### src/rtl/keypad_scanner.sv
// keypad_scanner: column-strobed matrix keypad scanner with
// whole-frame debounce and registered press/release events.
module keypad_scanner #(
    parameter int NUM_ROWS        = 4,
    parameter int NUM_COLS        = 4,
    parameter int COL_CYCLES      = 100000,
    parameter int SAMPLE_AT       = 8,
    parameter int DEBOUNCE_FRAMES = 4,
    parameter int HEX_MAP         = 1,
    localparam int NK = NUM_ROWS * NUM_COLS,
    localparam int IW = $clog2(NK),
    localparam int CW = (IW > 4) ? IW : 4
) (
    input  logic                clk,
    input  logic                rst_n,
    input  logic [NUM_ROWS-1:0] row,
    output logic [NUM_COLS-1:0] col,
    output logic [IW-1:0]       key_index,
    output logic [CW-1:0]       key_code,
    output logic                key_held,
    output logic                key_press,
    output logic                key_release,
    output logic                multi_key
);
    localparam int SW = $clog2(COL_CYCLES);
    localparam int PW = $clog2(NUM_COLS);

    typedef enum logic [1:0] {
        CL_NONE,
        CL_KEY,
        CL_MULTI
    } cls_e;

    logic [SW-1:0]       slot, slot_nxt;
    logic [PW-1:0]       ptr, ptr_nxt;
    logic                running;
    logic                slot_end, frame_end, sample;
    logic [NUM_ROWS-1:0] row_m, row_s;
    logic [NK-1:0]       pressed, hits;
    cls_e                cls_kind, prev_kind, acc_kind, acc_nxt;
    logic [IW-1:0]       cls_idx, prev_idx;
    logic [3:0]          dcnt, dcnt_nxt;
    logic                same, accept;
    logic [IW-1:0]       idx_n;
    logic [CW-1:0]       code_n;
    logic                held_n, press_n, rel_n, multi_n;

    function automatic logic [CW-1:0] hex_map(input logic [IW-1:0] k);
        logic [3:0] h;
        h = 4'h0;
        case (int'(k))
            0:  h = 4'h1;
            1:  h = 4'h2;
            2:  h = 4'h3;
            3:  h = 4'hA;
            4:  h = 4'h4;
            5:  h = 4'h5;
            6:  h = 4'h6;
            7:  h = 4'hB;
            8:  h = 4'h7;
            9:  h = 4'h8;
            10: h = 4'h9;
            11: h = 4'hC;
            12: h = 4'h0;
            13: h = 4'hF;
            14: h = 4'hE;
            15: h = 4'hD;
            default: h = 4'h0;
        endcase
        if (HEX_MAP == 1 && NUM_ROWS == 4 && NUM_COLS == 4)
            return CW'(h);
        return CW'(k);
    endfunction

    // running holds the scan still for the first cycle so col[0] gets a full slot
    assign slot_end  = running && (slot == SW'(COL_CYCLES - 1));
    assign frame_end = slot_end && (ptr == PW'(NUM_COLS - 1));
    assign sample    = running && (slot == SW'(SAMPLE_AT));

    always_comb begin
        slot_nxt = slot;
        ptr_nxt  = ptr;
        if (slot_end) begin
            slot_nxt = '0;
            ptr_nxt  = (ptr == PW'(NUM_COLS - 1)) ? '0 : ptr + PW'(1);
        end else if (running) begin
            slot_nxt = slot + SW'(1);
        end
    end

    always_ff @(posedge clk or negedge rst_n) begin
        if (!rst_n) begin
            running <= 1'b0;
            slot    <= '0;
            ptr     <= '0;
            col     <= '1;
            row_m   <= '1;
            row_s   <= '1;
        end else begin
            running <= 1'b1;
            slot    <= slot_nxt;
            ptr     <= ptr_nxt;
            col     <= ~(NUM_COLS'(1) << ptr_nxt);
            row_m   <= row;
            row_s   <= row_m;
        end
    end

    always_comb begin
        hits = '0;
        for (int r = 0; r < NUM_ROWS; r++)
            for (int c = 0; c < NUM_COLS; c++)
                if (PW'(c) == ptr && !row_s[r])
                    hits[r*NUM_COLS+c] = 1'b1;
    end

    always_ff @(posedge clk or negedge rst_n) begin
        if (!rst_n)
            pressed <= '0;
        else if (frame_end)
            pressed <= '0;
        else if (sample)
            pressed <= pressed | hits;
    end

    always_comb begin
        logic one, many;
        one     = 1'b0;
        many    = 1'b0;
        cls_idx = '0;
        for (int k = 0; k < NK; k++) begin
            if (pressed[k]) begin
                if (one)
                    many = 1'b1;
                one     = 1'b1;
                cls_idx = IW'(k);
            end
        end
        cls_kind = many ? CL_MULTI : (one ? CL_KEY : CL_NONE);
    end

    assign same = (cls_kind == prev_kind) &&
                  (cls_kind != CL_KEY || cls_idx == prev_idx);
    assign dcnt_nxt = !same ? 4'd1 :
                      (dcnt == 4'd15) ? 4'd15 : dcnt + 4'd1;
    assign accept = frame_end &&
                    (dcnt_nxt >= 4'(DEBOUNCE_FRAMES)) &&
                    !((cls_kind == acc_kind) &&
                      (cls_kind != CL_KEY || cls_idx == key_index));

    always_ff @(posedge clk or negedge rst_n) begin
        if (!rst_n) begin
            prev_kind <= CL_NONE;
            prev_idx  <= '0;
            dcnt      <= '0;
        end else if (frame_end) begin
            prev_kind <= cls_kind;
            prev_idx  <= cls_idx;
            dcnt      <= dcnt_nxt;
        end
    end

    always_ff @(posedge clk or negedge rst_n) begin
        if (!rst_n)
            acc_kind <= CL_NONE;
        else
            acc_kind <= acc_nxt;
    end

    always_comb begin
        acc_nxt = acc_kind;
        if (accept)
            acc_nxt = cls_kind;
    end

    // a multi-key frame never releases the held key on its own
    always_comb begin
        idx_n   = key_index;
        code_n  = key_code;
        held_n  = key_held;
        multi_n = multi_key;
        press_n = 1'b0;
        rel_n   = 1'b0;
        if (accept) begin
            unique case (1'b1)
                (cls_kind == CL_NONE): begin
                    multi_n = 1'b0;
                    rel_n   = key_held;
                    held_n  = 1'b0;
                end
                (cls_kind == CL_KEY): begin
                    multi_n = 1'b0;
                    if (!key_held || key_index != cls_idx) begin
                        press_n = 1'b1;
                        rel_n   = key_held;
                        idx_n   = cls_idx;
                        code_n  = hex_map(cls_idx);
                        held_n  = 1'b1;
                    end
                end
                (cls_kind == CL_MULTI): multi_n = 1'b1;
                default: ;
            endcase
        end
    end

    always_ff @(posedge clk or negedge rst_n) begin
        if (!rst_n) begin
            key_index   <= '0;
            key_code    <= '0;
            key_held    <= 1'b0;
            key_press   <= 1'b0;
            key_release <= 1'b0;
            multi_key   <= 1'b0;
        end else begin
            key_index   <= idx_n;
            key_code    <= code_n;
            key_held    <= held_n;
            key_press   <= press_n;
            key_release <= rel_n;
            multi_key   <= multi_n;
        end
    end

endmodule

### config.mk
export PLATFORM = sky130hd
export DESIGN_NAME = keypad_scanner
export DESIGN_NICKNAME = d
export VERILOG_FILES = /design/src/rtl/keypad_scanner.sv
export SDC_FILE = /design/constraint.sdc
export NUM_CORES = 1
export LEC_CHECK = 0
export BUFFER_PORTS_ARGS = -buffer_cell sky130_fd_sc_hd__clkbuf_2
export CAP_MARGIN = 0
export CORE_MARGIN = 2
export CORE_UTILIZATION = 45
export DETAILED_ROUTE_END_ITERATION = 8
export MAX_ROUTING_LAYER = met4
export PLACE_DENSITY = 0.73
export SLEW_MARGIN = 20
export SYNTH_ARGS = -nofsm -noshare
export SYNTH_HDL_FRONTEND = slang
export SYNTH_SLANG_ARGS = --single-unit
### constraint.sdc
create_clock -name clk -period 2.8 [get_ports clk]
set_clock_uncertainty 0.05 [all_clocks]
set_input_delay 0.28 -clock clk [delete_from_list [all_inputs] [get_ports clk]]
set_output_delay 0.28 -clock clk [all_outputs]
set_load 0.02 [all_outputs]
==> run summary, run 1 <==
The clock power share came out at 0.325. The area added between synthesis and finish came out at 24.5%. The sequential share of the synthesized area is 0.471. The leakage dissipation is 0.00220 uW.

The post-detailed-placement half-perimeter wirelength came out at 6180 um. The number of diodes is 0. The critical path data arrival time came out at 3.02 ns. The clock net in this run drives a total of 72 sinks. The sequential group share of total power is 0.365.

The per-instance average area after synthesis is 9.24 um2. The number of fill cells in the layout is 716. The biggest fanout along the worst timing path is 7. The final-report hold violation count came to 0. The element type at the critical path end is a flop. The completed layout was analyzed and its total power is 3330 uW. The run finished, with violations left.

The TritonCTS buffer count came out at 9. The highest attainable clock frequency came out at 353 MHz. Global routing finished with a remaining overflow of 0. The largest total area in the synthesized netlist belongs to sky130_fd_sc_hd__dfrtp_1. The first-pass GRT wire length came out at 15200 um. For this configuration, the core starts out at a cell density of 0.468.

The largest net degree at the start of global routing is 73. The total global routing track utilization is 0.202. Counting I/O delays and the setup requirement, the final critical path takes 2.83 ns. The launch point of the worst reg-to-reg path is pressed[7]. Ranked by instance count, the synthesized netlist is headed by sky130_fd_sc_hd__nor2_1 (80), sky130_fd_sc_hd__dfrtp_1 (60), sky130_fd_sc_hd__nand2_1 (43). The fraction of synthesized area in multiplexers came out at 0.0343. The tree is rooted in a sky130_fd_sc_hd__clkbuf_8. sky130_fd_sc_hd__nor2_1 is the most common cell in the netlist.

The CTS H-tree depth came out at 3. The combinational family with the most area after synthesis is simple AND/OR/NAND/NOR gates. The number of buffers on the longest clock path came out at 2. The area fraction in compound gates after synthesis came out at 0.131. The average vias per placed instance came out at 5.51.

The share of the synthesized netlist area taken by xor and xnor gates came out at 0.0386. The final reports fail on setup timing. The final weighted congestion of routability-driven global placement is 0.893.

The floorplan die width is 96.6 um. The final worst-path setup slack came out at -0.0332 ns. The worst slew margin relative to its limit is 0.415. Of the total synthesized cell area, the portion taken by full adders, half adders and majority gates is 0.0324. Ranked by total cell area, the synthesized netlist is headed by sky130_fd_sc_hd__dfrtp_1 (39%), sky130_fd_sc_hd__dfstp_2 (8.2%), sky130_fd_sc_hd__nor2_1 (7.8%). The detail route stage leaves a number of antenna-violating nets equal to 0. The share of synthesized area in the top cell type comes to 0.389. The number of distinct library cell variants in the gate-level netlist after synthesis came out at 59. The share of the clock period used by the worst path came out at 1.01. In the final layout, flip-flops and latches occupy 0.00182 mm2. The tool flagged a number of max-cap violations equal to 0. Counting every instance in the synthesized netlist gives 418. In the final routed layout, each cell accounts on average for 14.6 um.

The total iterations of the first detailed-routing run is 5. The final core utilization is 0.582. The floorplan step set the die height to 96.6 um. TritonCTS built the clock tree. The critical path in this run is classified as flop to flop. The later pin in the worst-skew pair is clocked with a latency of 0.35 ns. The share of synthesized flip-flops with an asynchronous set or reset came out at 1.00.

The dominant synthesized flop cell is sky130_fd_sc_hd__dfrtp_1. The routed via count came out at 3290. Clock-pin slew was measured on the worst setup and hold paths at 0.08 ns. The share of total power consumed by net switching came out at 0.312.

The worst-case hold slack came out at 0.0764 ns. The total internal power came out at 2290 uW. The placeable core region is 0.00826 mm2. The initial antenna violation count came out at 0. The count of buffers from port buffering came out at 21.

The number of rows in the core area came out at 33. Wires add up to 8710 um. For this design the top-level I/O count stands at 22. The worst setup path startpoint is pressed[7]. In the final layout, the share of cells above drive strength 1 is 0.254. The slew at the pin with the worst max-slew slack is 0.877 ns.

The switching power summed over all nets came out at 1040 uW. The multi-input gate area in the final layout is 0.00203 mm2. The number of nets in the synthesized netlist came out at 434. The initial DRC count came out at 177. The number of max-slew violations in the final report came to 0.

The worst supply voltage drop on vdd came out at 0.344 mV. In this run, synthesis inferred 0 flip-flops with an integrated enable. The required time at the worst-slack endpoint is 2.98 ns. The die outline area came out at 0.00934 mm2.

Setup repair after global routing could not meet its margin everywhere. The power density over cell area came out at 692 mW/mm2. The path category of the worst min-delay check is input pin to async pin. The synthesized netlist occupies a cell area of 0.00386 mm2.

The setup-violating endpoint count in the final report came out at 8. The area fraction in and, or, nand and nor cells after synthesis is 0.260. The synthesis warning total is 0. The power share of the combinational group came out at 0.310.

In the routed design, unresolved DRC markers number 0. After synthesis the netlist holds a flip-flop and latch count of 72. The number of global-route vias before repair came out at 3211. STA classifies the critical path startpoint as a flop.

The net count reported at finish came out at 503.
[power by group through the flow]
stage,Clock (uW),Sequential (uW),Combinational (uW)
2_1_floorplan,0,1190,575
3_3_place_gp,0,1220,918
3_5_place_dp,0,1230,944
4_1_cts,1100,1210,975
5_1_grt,1150,1220,1140
6_report,1080,1210,1030
[through the flow]
step	cells	area, um2	worst slack [ns]	setup TNS [ns]
global route	597	4810	-0.0975	-1.08
detailed placement	575	4390	-0.113	-0.297
finish	597	4810	-0.0332	-0.188
CTS	597	4750	-0.0346	-0.195
floorplan	418	3870	-0.122	-0.809
global placement	575	4390	-0.0630	-0.0701
[flip-flops by register name, summed over array words and instances (netlist names)]
name         flops
dcnt             4
row_s            4
prev_kind        2
row_m            4
key_index        4
col              4
prev_idx         4
acc_kind         2
multi_key        1
ptr              2
key_press        1
slot            17
key_code         4
running          1
pressed         16
key_held         1
key_release      1
[critical path, stage by stage, from the launching register on]
cell and delay [ns]:
sky130_fd_sc_hd__dfrtp_1 0.42, sky130_fd_sc_hd__or4_4 0.55, sky130_fd_sc_hd__or3_4 0.34, sky130_fd_sc_hd__a211oi_2 0.18, sky130_fd_sc_hd__o21ai_1 0.11, sky130_fd_sc_hd__or4_4 0.47, sky130_fd_sc_hd__a21oi_4 0.17, sky130_fd_sc_hd__buf_12 0.14
sky130_fd_sc_hd__mux2_4 0.29
[cells in the final DEF, fill, tap and decap left out, types with 6 or more instances in the layout]
cell type / instances
sky130_fd_sc_hd__nor4_1: 7
sky130_fd_sc_hd__nand4_1: 6
sky130_fd_sc_hd__inv_1: 15
sky130_fd_sc_hd__a21oi_1: 14
sky130_fd_sc_hd__nor3_1: 14
sky130_fd_sc_hd__nor2_1: 79
sky130_fd_sc_hd__dfstp_2: 12
sky130_fd_sc_hd__dfrtp_1: 60
sky130_fd_sc_hd__clkbuf_8: 9
sky130_fd_sc_hd__xor2_1: 9
sky130_fd_sc_hd__buf_4: 46
sky130_fd_sc_hd__nand2_1: 43
sky130_fd_sc_hd__clkbuf_2: 20
sky130_fd_sc_hd__and3_1: 8
sky130_fd_sc_hd__ha_1: 10
sky130_fd_sc_hd__o21ai_0: 11
sky130_fd_sc_hd__xnor2_1: 8
sky130_fd_sc_hd__mux2_4: 7
sky130_fd_sc_hd__nand3_1: 16
[logic make-up (layout without fill, tap and decap cells)]
kind of cell,count (synthesis),count (layout)
simple gates,208,208
flops,72,72
compound gates,71,71
buf+inv,29,103
xor+xnor,17,17
fa+ha+maj,10,10
mux,10,10
other cells,1,1
[metal layers]
metal,GRT usage,vias to the layer above,part of all wire
met5,-,-,0
met4,0.0618,0,0.013
met3,0.0535,16,0.044
met2,0.323,85,0.49
met1,0.254,1573,0.45
li1,-,1616,-
[timing repair]
item                       in CTS  in global routing
hold endpoints to repair        4                  0
setup endpoints to repair      11                 18
buffers inserted                2                  0
hold buffers                    4                  0
pin swaps                       1                  1
gates resized for setup         9                 10
[final timing paths]
| path | to | slack, ns | depth (start not counted) |
|---|---|---|---|
| worst min-delay path | dcnt[0] | 0.08 | 2 |
| max in group asynchronous | prev_kind[0] | 2.05 | 2 |
| worst max register to register | key_code[3] | -0.03 | 8 |
| min in group clk | row_s[1] | 0.31 | 0 |
| worst max-delay path | key_code[3] | -0.03 | 8 |
| worst min register to register | row_s[1] | 0.31 | 0 |
[cell type report]
type	count	area share
Clock inverter	5	0.0268
Sequential cell	72	0.378
Inverter	15	0.0117
Clock buffer	11	0.0273
Multi-Input combinational cell	317	0.423
Tap cell	105	0.0273
Timing Repair Buffer	72	0.106
Power figures use the tool's default switching activity.
==> inputs of run 2 (changes only) <==
- CORE_MARGIN: 2 -> unset
- HOLD_SLACK_MARGIN: unset -> 0.1
==> run 2 against run 1 <==
The flow still finishes with violations (setup timing). Total power fell by 6.0%. Wire length rose by 1.2%. Global-route usage rose by 1.7 points. Combinational power rose by 4%. Design area rose by 0.94%. Flip-flop and latch count did not move. Register-to-register slack got worse by 0.02 ns. Setup slack got worse by 0.016 ns. Utilization rose by 0.55 points. Final cell count rose by 1.3%. Sequential share of layout area fell by 0.25 points. First-iteration DRC count fell by 31%. Critical path type unchanged.
==> run summary, run 2 (same netlist as run 1, synthesis figures left out) <==
Most frequent cells in the layout: sky130_fd_sc_hd__nor2_1 (78), sky130_fd_sc_hd__dfrtp_1 (56), sky130_fd_sc_hd__buf_4 (47), sky130_fd_sc_hd__nand2_1 (43), sky130_fd_sc_hd__clkbuf_2 (21) (was sky130_fd_sc_hd__nor2_1 (79), sky130_fd_sc_hd__dfrtp_1 (60), sky130_fd_sc_hd__buf_4 (46), sky130_fd_sc_hd__nand2_1 (43), sky130_fd_sc_hd__clkbuf_2 (20)). The number of diodes came out at 0 (unchanged). The clock period minus final worst setup slack came to 2.85 ns (was 2.83 ns). The non-filler instance count after layout came out at 605 (was 597). The worst supply voltage drop on vdd is 0.357 mV (was 0.344 mV). The largest net degree at the start of global routing came to 73 (unchanged). The share of layout cells above drive strength 1 is 0.278 (was 0.254). The count of buffers from port buffering came out at 21 (unchanged).

The placeable core region is 0.00826 mm2 (unchanged). The clock latency reported for the late side of the worst-skew pair came out at 0.37 ns (was 0.35 ns). The library cell appearing most often on the critical path is sky130_fd_sc_hd__or4_4 (unchanged). The final-report hold violation count came out at 0 (unchanged). The TritonCTS buffer count came to 9 (unchanged). The final weighted congestion of routability-driven global placement came out at 0.902 (was 0.893). The number of max-slew violations in the final report was 0 (unchanged). The number of violations of the max-capacitance limit is 0 (unchanged). The initial antenna violation count is 0 (unchanged).

The startpoint type of the worst setup path is a flop (unchanged). The path category of the worst min-delay check is input pin to async pin (unchanged). The multi-input gate area in the final layout is 0.00204 mm2 (was 0.00203 mm2). The post-detailed-placement half-perimeter wirelength came out at 6220 um (was 6180 um).

The total placed cells including tap cells came out at 575 (unchanged). The share of the clock period used by the worst path came to 1.02 (was 1.01). The total clock sinks is 72 (unchanged).

The element type at the critical path end is a flop (unchanged). The total DRC errors in the routed layout is 0 (unchanged). Unrepaired setup endpoints after global routing: yes (unchanged). The most common cell after layout, fill and taps aside is sky130_fd_sc_hd__nor2_1 (unchanged). The total iterations of the first detailed-routing run came out at 4 (was 5). The initial DRC count is 123 (was 177). The final worst-path setup slack was -0.0491 ns (was -0.0332 ns). The power density over cell area is 644 mW/mm2 (was 692 mW/mm2).

The critical path data arrival time was 3.04 ns (was 3.02 ns). The routed wirelength normalized by instance count came out at 14.6 um (about the same). The setup TNS came to -0.287 ns (was -0.188 ns). The die outline area is 0.00895 mm2 (was 0.00934 mm2). The final wirelength was 8810 um (was 8710 um). The number of ports placed on the die boundary is 22 (unchanged). The net count reported at finish came to 511 (was 503). The highest attainable clock frequency is 351 MHz (was 353 MHz). The leakage dissipation is 0.00223 uW (was 0.00220 uW). The cell chosen for the clock root is sky130_fd_sc_hd__clkbuf_8 (unchanged). The global-route congestion overflow total was 0 (unchanged). The routed via count came out at 3354 (was 3290). The number of flip-flops under the largest register name came out at 17 (unchanged).

The worst slew margin relative to its limit is 0.412 (was 0.415). The number of routed nets with antenna violations is 0 (unchanged). Worst-path cell chain: or4_4, or3_4, a211oi_2, o21ai_1, or4_4, a21oi_4, buf_12, mux2_4 (unchanged).

The starting utilization of the core area is 0.468 (unchanged). The maximum single-stage delay on the critical path came out at 0.55 ns (about the same). The slew at the pin with the worst max-slew slack was 0.882 ns (was 0.877 ns). The clock input transition at the sequential cells of the worst setup and hold paths came out at 0.08 ns (about the same). Status: finished with violations (unchanged).

The number of rows in the core area is 33 (unchanged). The average vias per placed instance came out at 5.54 (was 5.51). The overall power came out at 3130 uW (was 3330 uW). The area used by sequential logic in the layout is 0.00182 mm2 (about the same). The master of the slowest instance on the critical path was sky130_fd_sc_hd__or4_4 (unchanged). Violated checks: setup timing (unchanged).

The CTS tree is yes (unchanged). The total global routing track utilization is 0.219 (was 0.202). The area added between synthesis and finish is 25.6% (was 24.5%). The first-pass GRT wire length came out at 14800 um (was 15200 um).

The most flop-heavy register is slot (unchanged). The setup-violating endpoint count in the final report came to 8 (unchanged). The number of global-route vias before repair came out at 3180 (was 3211). The number of fill cells in the layout came out at 707 (was 716).

Regs by FF count: slot x17, pressed x16 (unchanged). The required time at the worst-slack endpoint is 3.00 ns (was 2.98 ns). The biggest fanout along the worst timing path is 7 (unchanged).

The class of the most critical setup path was flop to flop (unchanged). The CTS H-tree depth came out at 3 (unchanged). The die boundary height came out at 94.6 um (was 96.6 um). The floorplan die width is 94.6 um (was 96.6 um). The number of buffers on the longest clock path is 2 (unchanged).
## run 2: power breakdown
| group | internal (uW) | total [uW] | switching (uW) | leakage [uW] |
|---|---|---|---|---|
| sequential | 1120 | 1220 | 103 | 0.000939 |
| combinational | 506 | 1070 | 562 | 0.00119 |
| clock | 411 | 841 | 430 | 0.000106 |
| total | 2030 | 3130 | 1090 | 0.00223 |
## run 2: cell type report
cell class                 count  area share
clock buffer                  11      0.0335
multi-input combinational    317       0.420
inverter                      15      0.0116
tap                          105      0.0271
sequential                    72       0.376
clock inverter                 5     0.00851
timing repair buffer          80       0.124
## run 2: final timing paths
check / to / start / cells past startpoint / slack [ns]
max in group asynchronous: pressed[2] / rst_n / 2 / 2.00
min: dcnt[2] / rst_n / 2 / 0.06
min in group clk: row_s[3] / row_m[3] / 0 / 0.31
max: key_index[1] / pressed[10] / 8 / -0.05
min reg2reg: row_s[3] / row_m[3] / 0 / 0.31
max reg2reg: key_index[1] / pressed[10] / 8 / -0.05
## run 2: routing by layer
metal	vias to the layer above	global-route usage	share of wire
met5	-	-	0
li1	1629	-	-
met2	58	0.353	0.49
met4	0	0.0720	0.018
met3	19	0.0435	0.037
met1	1648	0.277	0.46
## run 2: per-stage QoR
stage / utilization / hold slack, ns / instance area (um2) / setup WS (ns)
2_1_floorplan: - / -0.0656 / 3870 / -0.122
3_3_place_gp: 0.532 / 0.296 / 4390 / -0.0847
3_5_place_dp: 0.532 / 0.297 / 4390 / -0.0877
4_1_cts: 0.565 / 0.109 / 4660 / -0.0204
5_1_grt: 0.587 / 0.153 / 4850 / -0.126
6_report: 0.587 / 0.0561 / 4850 / -0.0491
## run 2: what timing repair did
action                                 CTS  global route
hold buffers                             4             0
resized for setup                        5            25
cloned                                   0             0
endpoints found under the hold margin    4             0
setup endpoints to repair               11            15
buffers inserted                         2             8
pin swaps                                2             7
## run 2: critical path: cells and delay by family (launching register included)
| family | cells | cell delay [ns] |
|---|---|---|
| muxes | 1 | 0.30 |
| AOI/OAI and AO/OA | 3 | 0.45 |
| and+or+nand+nor | 3 | 1.40 |
| DFF | 1 | 0.39 |
| buffers and inverters | 1 | 0.14 |
==> inputs of run 3 (changes only) <==
- CTS_BUF_LIST: unset -> sky130_fd_sc_hd__clkbuf_16
- SETUP_SLACK_MARGIN: unset -> 0.3
==> run 3 against run 2 <==
The run still ends with setup timing left. Critical path depth is the same. Global-route usage grew 0.94 points. Total power grew 12%. Die area is the same. Sequential share of layout area shrank 1.1 points. Flip-flop and latch count is the same. Sequential power is essentially flat. First-iteration DRC count grew 53%. Utilization grew 1.7 points.
==> run summary, run 3 (same netlist as run 1, synthesis figures left out) <==
Status: finished with violations (unchanged). Violated checks: setup timing (unchanged). Unrepaired setup endpoints after global routing: yes (unchanged). The placeable core region came out at 0.00826 mm2 (unchanged).

The floorplan die width came out at 94.6 um (unchanged). The total global routing track utilization came out at 0.229 (was 0.219). The CTS tree is yes (unchanged). The TritonCTS buffer count is 9 (unchanged). The worst slew margin relative to its limit is 0.489 (was 0.412). The die boundary height came to 94.6 um (unchanged).

The required time at the worst-slack endpoint is 2.97 ns (was 3.00 ns). The initial DRC count is 188 (was 123). Most frequent cells in the layout: sky130_fd_sc_hd__nor2_1 (79), sky130_fd_sc_hd__dfrtp_1 (55), sky130_fd_sc_hd__buf_4 (50), sky130_fd_sc_hd__nand2_1 (43), sky130_fd_sc_hd__clkbuf_2 (20) (was sky130_fd_sc_hd__nor2_1 (78), sky130_fd_sc_hd__dfrtp_1 (56), sky130_fd_sc_hd__buf_4 (47), sky130_fd_sc_hd__nand2_1 (43), sky130_fd_sc_hd__clkbuf_2 (21)). The setup slack of the worst register-to-register path is -0.06 ns (was -0.05 ns). The clock input transition at the sequential cells of the worst setup and hold paths is 0.06 ns (was 0.08 ns). The share of the clock period used by the worst path came out at 1.02 (about the same). The cell chosen for the clock root was sky130_fd_sc_hd__clkbuf_16 (was sky130_fd_sc_hd__clkbuf_8).

The largest net degree at the start of global routing came to 34 (was 73). The worst hold path begins at row_m[3]. The maximum single-stage delay on the critical path is 0.56 ns (was 0.55 ns). The total clock sinks is 72 (unchanged).

The routed wirelength normalized by instance count is 15.2 um (was 14.6 um). The number of routed nets with antenna violations is 0 (unchanged). The global-route congestion overflow total is 0 (unchanged). The number of rows in the core area is 33 (unchanged). The number of max-slew violations in the final report is 0 (unchanged). The highest attainable clock frequency came out at 350 MHz (was 351 MHz). The endpoint of the most critical register-to-register path is key_index[1] (unchanged). The total iterations of the first detailed-routing run is 4 (unchanged). The number of diodes was 0 (unchanged).

The final worst-path setup slack was -0.0558 ns (was -0.0491 ns). The final-report hold violation count is 0 (unchanged). The category of cells accounting for the largest share of critical-path delay is simple AND/OR/NAND/NOR gates (unchanged). The post-detailed-placement half-perimeter wirelength came out at 6220 um (about the same). The library cell appearing most often on the critical path was sky130_fd_sc_hd__or4_4 (unchanged).

The clock power share is 0.323 (was 0.269). The average vias per placed instance is 5.59 (was 5.54). The total DRC errors in the routed layout came out at 0 (unchanged).

The clock latency reported for the late side of the worst-skew pair came out at 0.34 ns (was 0.37 ns). The master of the slowest instance on the critical path was sky130_fd_sc_hd__or4_4 (unchanged). The logic depth of the worst register-to-register path is 8 (unchanged). The placed standard-cell area came out at 0.00440 mm2 (was 0.00439 mm2). The total placed cells including tap cells came to 576 (was 575). The most flop-heavy register is slot (unchanged). The path with the worst hold slack has its endpoint at row_s[3]. The switching power summed over all nets is 1170 uW (was 1090 uW). The number of cells on the worst hold path came out at 0. The worst slack after detailed placement came out at -0.101 ns (was -0.0877 ns). The worst supply voltage drop on vdd is 0.483 mV (was 0.357 mV).

The setup TNS is -0.344 ns (was -0.287 ns). The sequential group share of total power is 0.345 (was 0.390). The number of cells on the critical path came out at 8 (unchanged). The area added between synthesis and finish is 29.4% (was 25.6%). The power density over cell area is 700 mW/mm2 (was 644 mW/mm2). The non-filler instance count after layout came out at 608 (was 605). The leakage dissipation is 0.00228 uW (was 0.00223 uW). The slew at the pin with the worst max-slew slack came to 0.767 ns (was 0.882 ns). The post-route cell area came out at 0.00499 mm2 (was 0.00485 mm2). Regs by FF count: slot x17, pressed x16 (unchanged). The share of total power consumed by net switching came out at 0.334 (was 0.350). The power share of the combinational group is 0.332 (was 0.341). The number of buffers and inverters on the critical path is 1 (unchanged). The biggest fanout along the worst timing path is 7 (unchanged).

The initial antenna violation count came out at 0 (unchanged). The routed via count came out at 3401 (was 3354). The most common cell after layout, fill and taps aside is sky130_fd_sc_hd__nor2_1 (unchanged). The number of global-route vias before repair is 3249 (was 3180).

The CTS H-tree depth came out at 3 (unchanged). The number of ports placed on the die boundary is 22 (unchanged). The element type at the critical path end is a flop (unchanged). The launch point of the worst reg-to-reg path was pressed[7] (was pressed[10]).

The total internal power is 2330 uW (was 2030 uW). The share of layout cells above drive strength 1 is 0.288 (was 0.278). The number of flip-flops under the largest register name is 17 (unchanged). The count of buffers from port buffering came out at 21 (unchanged). The final wirelength is 9250 um (was 8810 um).

The class of the most critical setup path is flop to flop (unchanged). The die outline area is 0.00895 mm2 (unchanged). The first-pass GRT wire length came out at 15200 um (was 14800 um).

The net count reported at finish came to 514 (was 511). The clock period minus final worst setup slack came out at 2.86 ns (was 2.85 ns). The setup-violating endpoint count in the final report is 9 (was 8). The number of buffers on the longest clock path came out at 2 (unchanged). The worst setup path startpoint was pressed[7] (was pressed[10]). The number of violations of the max-capacitance limit is 0 (unchanged). Worst-path cell chain: or4_4, or3_4, a211oi_2, o21ai_1, or4_4, a21oi_4, buf_12, mux2_4 (unchanged). The final weighted congestion of routability-driven global placement came to 0.927 (was 0.902).

The critical path data arrival time came out at 3.03 ns (was 3.04 ns). The startpoint type of the worst setup path is a flop (unchanged). The starting utilization of the core area is 0.468 (unchanged). The path category of the worst min-delay check is flop to flop (was input pin to async pin).
run 3: how the worst max path moves through the flow:
stage / endpoint / slack [ns]
3_5_place_dp: key_index[3] / -0.10
2_1_floorplan: key_code[0] / -0.12
3_3_place_gp: key_index[0] / -0.04
5_1_grt: key_index[1] / -0.15
6_report: key_index[1] / -0.06
4_1_cts: key_index[1] / -0.03
run 3: area by class of cell:
type	count	area (um2)
Multi-Input combinational cell	317	2060
Tap cell	105	131
Sequential cell	72	1820
Inverter	15	56.3
Clock buffer	10	250
Timing Repair Buffer	83	627
Clock inverter	6	48.8
Fill cell	697	3260
run 3: repair_timing:
action                     in CTS  in global routing
buffers inserted                6                  5
hold endpoints to repair       35                  0
hold buffers                    5                  0
pin swaps                       7                  6
setup endpoints to repair      18                 18
gates resized for setup        23                 13
run 3: metal layers:
metal	vias to the layer above	global-route usage	wire, um
met4	0	0.0960	258
met5	-	-	0
li1	1637	-	-
met1	1650	0.277	4130
met3	24	0.0556	389
met2	90	0.364	4470
run 3: through the flow:
stage | utilization | power [uW] | hold slack, ns
6_report | 0.605 | 3500 | 0.306
4_1_cts | 0.593 | 3410 | 0.306
5_1_grt | 0.605 | 3670 | 0.314
2_1_floorplan | - | 1770 | -0.0656
3_5_place_dp | 0.532 | 2150 | 0.297
3_3_place_gp | 0.532 | 2120 | 0.295
run 3: power groups by stage:
stage / registers, uW / logic, uW / clock network, uW
final: 1210 / 1160 / 1130
after global routing: 1220 / 1260 / 1200
after CTS: 1200 / 1050 / 1150
after detailed placement: 1220 / 935 / 0
after global placement: 1210 / 911 / 0
after floorplan: 1190 / 575 / 0
